[config.mk]
export PLATFORM = sky130hd
export DESIGN_NAME = fib_stream_gen
export DESIGN_NICKNAME = d
export VERILOG_FILES = /design/src/rtl/fib_pkg.sv /design/src/rtl/fib_sat_add.sv /design/src/rtl/fib_stream_gen.sv
export SDC_FILE = /design/constraint.sdc
export NUM_CORES = 1
export LEC_CHECK = 0
export ABC_AREA = 1
export CAP_MARGIN = 20
export CORE_MARGIN = 5
export CORE_UTILIZATION = 44
export CTS_BUF_LIST = sky130_fd_sc_hd__clkbuf_16
export CTS_CLUSTER_SIZE = 30
export DETAILED_ROUTE_END_ITERATION = 12
export PLACE_DENSITY = 0.82
export SLEW_MARGIN = 5
export SYNTH_ARGS = -nofsm -noshare
export SYNTH_HDL_FRONTEND = slang
export SYNTH_SLANG_ARGS = --single-unit
[constraint.sdc]
create_clock -name clk -period 3.2 [get_ports clk]
set_clock_uncertainty 0.05 [all_clocks]
set_input_delay 0.32 -clock clk [delete_from_list [all_inputs] [get_ports clk]]
set_output_delay 0.32 -clock clk [all_outputs]
set_load 0.02 [all_outputs]
[src/rtl/fib_pkg.sv]
// Shared types and seed constants for the Fibonacci-family stream generator.
package fib_pkg;

    typedef enum logic [1:0] {
        FIB    = 2'b00,
        LUCAS  = 2'b01,
        CUSTOM = 2'b10
    } mode_e;

    typedef enum logic [1:0] {
        IDLE = 2'b00,
        RUN  = 2'b01,
        DONE = 2'b10
    } state_e;

    localparam int FIB_SEED0   = 0;
    localparam int FIB_SEED1   = 1;
    localparam int LUCAS_SEED0 = 2;
    localparam int LUCAS_SEED1 = 1;

endpackage

[src/rtl/fib_sat_add.sv]
// W-bit adder with carry-out as overflow flag.
// FIB_SATURATE_EN: clamp to all ones on overflow; otherwise wrap modulo 2^W.
module fib_sat_add #(
    parameter int W = 16
) (
    input  logic [W-1:0] a,
    input  logic [W-1:0] b,
    output logic [W-1:0] sum,
    output logic         ovf
);

    logic [W:0] full;

    assign full = {1'b0, a} + {1'b0, b};
    assign ovf  = full[W];

`ifdef FIB_SATURATE_EN
    assign sum = ovf ? {W{1'b1}} : full[W-1:0];
`else
    assign sum = full[W-1:0];
`endif

endmodule

[src/rtl/fib_stream_gen.sv]
// Streams terms 0..n of a Fibonacci / Lucas / custom-seeded sequence over valid/ready.
// Overflow handling selected by FIB_SATURATE_EN (see fib_sat_add).
module fib_stream_gen
    import fib_pkg::*;
#(
    parameter int W     = 16,
    parameter int IDX_W = 6
) (
    input  logic             clk,
    input  logic             rst,
    input  logic             start,
    input  logic [IDX_W-1:0] n,
    input  logic [1:0]       mode,
    input  logic [W-1:0]     seed0,
    input  logic [W-1:0]     seed1,
    input  logic             abort,
    output logic             ready,
    output logic             out_valid,
    input  logic             out_ready,
    output logic [W-1:0]     out_data,
    output logic [IDX_W-1:0] out_idx,
    output logic             out_last,
    output logic             overflow,
    output logic             done
);

    state_e           state;
    logic [W-1:0]     a;
    logic [W-1:0]     b;
    logic [IDX_W-1:0] idx;
    logic [IDX_W-1:0] n_q;
    logic             b_ovf;
    logic             ovf_q;
    logic [W-1:0]     sum;
    logic             sum_ovf;
    logic             xfer;
    logic             at_last;

    fib_sat_add #(.W(W)) u_add (
        .a   (a),
        .b   (b),
        .sum (sum),
        .ovf (sum_ovf)
    );

    assign at_last = (idx == n_q);
    assign xfer    = (state == RUN) && out_ready;

    // b_ovf remembers whether b came from an overflowing sum; it only
    // reaches the sticky flag once b is promoted into a and emitted.
    always_ff @(posedge clk or negedge rst) begin
        if (!rst) begin
            state <= IDLE;
            a     <= '0;
            b     <= '0;
            idx   <= '0;
            n_q   <= '0;
            b_ovf <= 1'b0;
            ovf_q <= 1'b0;
        end else begin
            case (state)
                IDLE: begin
                    if (start) begin
                        n_q   <= n;
                        idx   <= '0;
                        ovf_q <= 1'b0;
                        b_ovf <= 1'b0;
                        case (mode)
                            LUCAS: begin
                                a <= W'(LUCAS_SEED0);
                                b <= W'(LUCAS_SEED1);
                            end
                            CUSTOM: begin
                                a <= seed0;
                                b <= seed1;
                            end
                            default: begin
                                a <= W'(FIB_SEED0);
                                b <= W'(FIB_SEED1);
                            end
                        endcase
                        state <= RUN;
                    end
                end
                RUN: begin
                    if (xfer && !at_last) begin
                        a     <= b;
                        b     <= sum;
                        b_ovf <= sum_ovf;
                        ovf_q <= ovf_q | b_ovf;
                        idx   <= idx + 1'b1;
                    end
                    if (abort) begin
                        state <= IDLE;
                    end else if (xfer && at_last) begin
                        state <= DONE;
                    end
                end
                default: begin
                    state <= IDLE;
                end
            endcase
        end
    end

    assign ready     = (state == IDLE);
    assign out_valid = (state == RUN);
    assign done      = (state == DONE);
    assign out_data  = a;
    assign out_idx   = idx;
    assign out_last  = out_valid && at_last;
    assign overflow  = ovf_q;

endmodule

==> results_tabular.tex <==
\begin{tabular}{lr}
\hline
Metric & Value \\
\hline
\multicolumn{2}{l}{\textbf{Status}} \\
Outcome & completed \\
\multicolumn{2}{l}{\textbf{Detailed routing}} \\
1st-iter DRT viols & 170 \\
Vias post-DR & 3,226 \\
Residual DRC count & 0 \\
WL final & 8263 µm \\
Detailed-route wire length per cell & 12.83 µm \\
Router iterations before antenna repair & 5 \\
Routed vias/inst & 5.009 \\
ANT nets after route & 0 \\
\multicolumn{2}{l}{\textbf{Power and ir drop}} \\
VDD IR-drop max & 0.3963 mV \\
Leakage & 0.002093 µW \\
Areal power density over the cells & 923.7 nW/µm² \\
\multicolumn{2}{l}{\textbf{Setup path}} \\
Source of the worst register-to-register timing path & state[1]\$\_DFFE\_PN0P\_ \\
Crit path capture type & primary output \\
Data arrival time of the critical path & 2120 ps \\
Setup slack of the worst register-to-register path & 1020 ps \\
R2r endpoint & b[11]\$\_DFFE\_PN0P\_ \\
R2r worst-path depth & 8 \\
Destination of the critical timing path & out\_valid \\
Category of the worst setup path launch point & flop \\
Launch point of the critical path & state[1]\$\_DFFE\_PN0P\_ \\
Worst path required time & 2830 ps \\
Crit Path Category & flop to primary output \\
Critical-path maximum fanout & 21 \\
\multicolumn{2}{l}{\textbf{Clocking}} \\
Deepest clock path buffer count & 2 \\
H-tree depth reported by CTS & 2 \\
Insertion delay to the later sink of the worst-skew pair & 300 ps \\
Post-CTS setup buffers & 0 \\
Clock root buffer & sky130\_fd\_sc\_hd\_\_clkbuf\_16 \\
Num CTS Buffers & 5 \\
CTS clk-pin slew, worst paths & 70 ps \\
CTS tree & built \\
CTS sink count & 48 \\
Post-cts repair resize count & 0 \\
Hold Buf Count CTS & 0 \\
\multicolumn{2}{l}{\textbf{Die}} \\
Total I/O pin count & 72 \\
Die Footprint & 9252 µm² \\
Die X-Extent & 96.19 µm \\
Starting Density & 45.06\% \\
Die Height & 96.19 µm \\
Area of the placeable core & 7253 µm² \\
Row count & 31 \\
\multicolumn{2}{l}{\textbf{Cells and area}} \\
Antenna diode count & 0 \\
Nets & 609 \\
Layout cells sized above 1 & 4.037\% \\
Growth of design area from synthesis to finish & 29.79\% \\
\multicolumn{2}{l}{\textbf{Synthesis}} \\
Library cell with the highest instance count after synthesis & sky130\_fd\_sc\_hd\_\_nand2\_1 \\
Cell taking the most area after synthesis & sky130\_fd\_sc\_hd\_\_dfrtp\_1 \\
Number of warning messages in the yosys log & 0 \\
Avg Inst Size Synth & 6.851 µm² \\
Leading cell types by total area after synthesis & sky130\_fd\_sc\_hd\_\_dfrtp\_1 37\%, sky130\_fd\_sc\_hd\_\_nand2\_1 19\%, sky130\_fd\_sc\_hd\_\_ha\_1 7.3\%, sky130\_fd\_sc\_hd\_\_nor2\_1 6.1\%, sky130\_fd\_sc\_hd\_\_inv\_1 6.0\% \\
Proportion of register bits with asynchronous set or reset after synthesis & 100.0\% \\
Number of enable-type register cells in the synthesized netlist & 0 \\
Fraction of synthesized cell area taken by the top area cell type & 36.75\% \\
Sequential-to-total area share from yosys stat & 36.75\% \\
Post-Synthesis Cells & 477 \\
Number of library cell types mapped by synthesis & 32 \\
Cell types with the highest counts after synthesis & 168 x sky130\_fd\_sc\_hd\_\_nand2\_1, 53 x sky130\_fd\_sc\_hd\_\_nor2\_1, 52 x sky130\_fd\_sc\_hd\_\_inv\_1 \\
Cell Area, Synth & 3268 µm² \\
Flip-flop and latch count after synthesis & 48 \\
Synthesized Nets & 542 \\
Top flip-flop cell by instance count after synthesis & sky130\_fd\_sc\_hd\_\_dfrtp\_1 \\
\multicolumn{2}{l}{\textbf{Timing}} \\
Max frequency & 0.4013 GHz \\
Period utilization & 77.86\% \\
Worst Tran Pin Value & 593.2 ps \\
Worst-case setup margin in the final layout & 708.3 ps \\
Time the final worst path needs with I/O delays and setup & 2492 ps \\
Setup total negative slack & 0 ps \\
Worst slew margin relative to its limit & 60.36\% \\
Unrepaired setup endpoints after global routing & false \\
Total setup violations reported at the end of the flow & 0 \\
Count of endpoints failing hold in the final timing report & 0 \\
Max-slew violation count & 0 \\
\multicolumn{2}{l}{\textbf{Placed design}} \\
Total of buffers placed on input and output ports & 71 \\
Final GP Congestion & 0.8379 \\
Pre-CTS setup slack & 921.9 ps \\
Half-perimeter wire length after placement & 6187 µm \\
\multicolumn{2}{l}{\textbf{Min path}} \\
Min-delay worst type & primary input to asynchronous set/reset pin \\
\multicolumn{2}{l}{\textbf{Global route}} \\
Initial antenna violation count & 0 \\
First-pass GRT wire length & 14,000 µm \\
Total congestion overflow & 0 \\
Global-route usage over all layers & 19.02\% \\
Via count of the first global-routing pass & 3,206 \\
Largest net degree at the start of global routing & 49 \\
\multicolumn{2}{l}{\textbf{Job}} \\
MaxCap Viol Count & 0 \\
\hline
\end{tabular}
==> critical path, cell delays in order, from the launching register on <==
cell,delay [ps]
sky130_fd_sc_hd__dfrtp_1,380
sky130_fd_sc_hd__inv_1,70
sky130_fd_sc_hd__nand2_1,250
sky130_fd_sc_hd__inv_2,440
sky130_fd_sc_hd__clkdlybuf4s50_1,690
==> sequential cells by signal, indices dropped and copies added, names as in the netlist <==
| register | flops |
|---|---|
| b | 16 |
| b_ovf | 1 |
| n_q | 6 |
| out_data | 16 |
| out_idx | 6 |
| overflow | 1 |
| state | 2 |
==> routing by layer <==
layer / vias to the layer above / global-route usage (%) / wire length (µm)
li1: 1658 / - / -
met1: 1463 / 23.42 / 3716
met2: 88 / 33.01 / 3940
met3: 17 / 4.769 / 455
met4: 0 / 4.858 / 151
met5: - / 0 / 0
==> cell usage in the layout (no fill, tap or decap), drive strengths merged, types with 3 or more instances in the layout <==
master / synthesis / layout
a21oi: 26 / 26
a22oi: 11 / 11
a31oi: 9 / 9
buf: 13 / 3
clkbuf: 1 / 5
clkdlybuf4s50: 0 / 70
dfrtp: 48 / 48
ha: 19 / 19
inv: 56 / 57
nand2: 170 / 170
nand3: 25 / 25
nor2: 55 / 55
nor3: 4 / 4
o21ai: 27 / 27
==> power breakdown <==
| part | switching, µW | internal, µW |
|---|---|---|
| Clock | 243 | 451 |
| Sequential | 233 | 850 |
| Combinational | 1270 | 874 |
==> per-stage QoR <==
stage	cells	utilization, %	hold WS (ps)	power, µW	instance area, µm²
4_1_cts	642	58.06	213.2	3931	4212
3_3_place_gp	634	55.39	443.8	3173	4018
6_report	644	58.48	379.6	3918	4242
2_1_floorplan	477	-	-25.59	2584	3268
5_1_grt	644	58.48	404.1	4278	4242
3_5_place_dp	634	55.39	450.6	3221	4018
==> worst min path at each step <==
stage                         start                       to  slack (ps)  cells after the start
6_report                        rst         b[7]$_DFFE_PN0P_         380                      2
5_1_grt                         rst         b[6]$_DFFE_PN0P_         400                      2
4_1_cts                         rst  out_data[6]$_DFFE_PN0P_         210                      1
3_5_place_dp   overflow$_DFFE_PN0P_     overflow$_DFFE_PN0P_         450                      2
3_3_place_gp   overflow$_DFFE_PN0P_     overflow$_DFFE_PN0P_         440                      2
2_1_floorplan                   rst         b[0]$_DFFE_PN0P_         -30                      0
==> area by class of cell <==
type                    instances  area [µm²]
clock buffers                   5       125.1
clock inverters                 3       68.82
fillers                       692        3012
inverters                      57       219.0
multi-input cells             358        1760
flip-flops and latches         48        1201
well taps                      99       123.9
repair buffers                 74       743.2
==> cell families after synthesis <==
kind of cell	count (synthesis)	share of synthesized area, %
and+or+nand+nor	260	32.39
AOI/OAI and AO/OA	75	12.79
buffers and inverters	71	9.379
DFF	48	36.75
adders and majority gates	20	7.887
xor gates and xnor gates	3	0.8041
(Power assumes the default switching activity.)
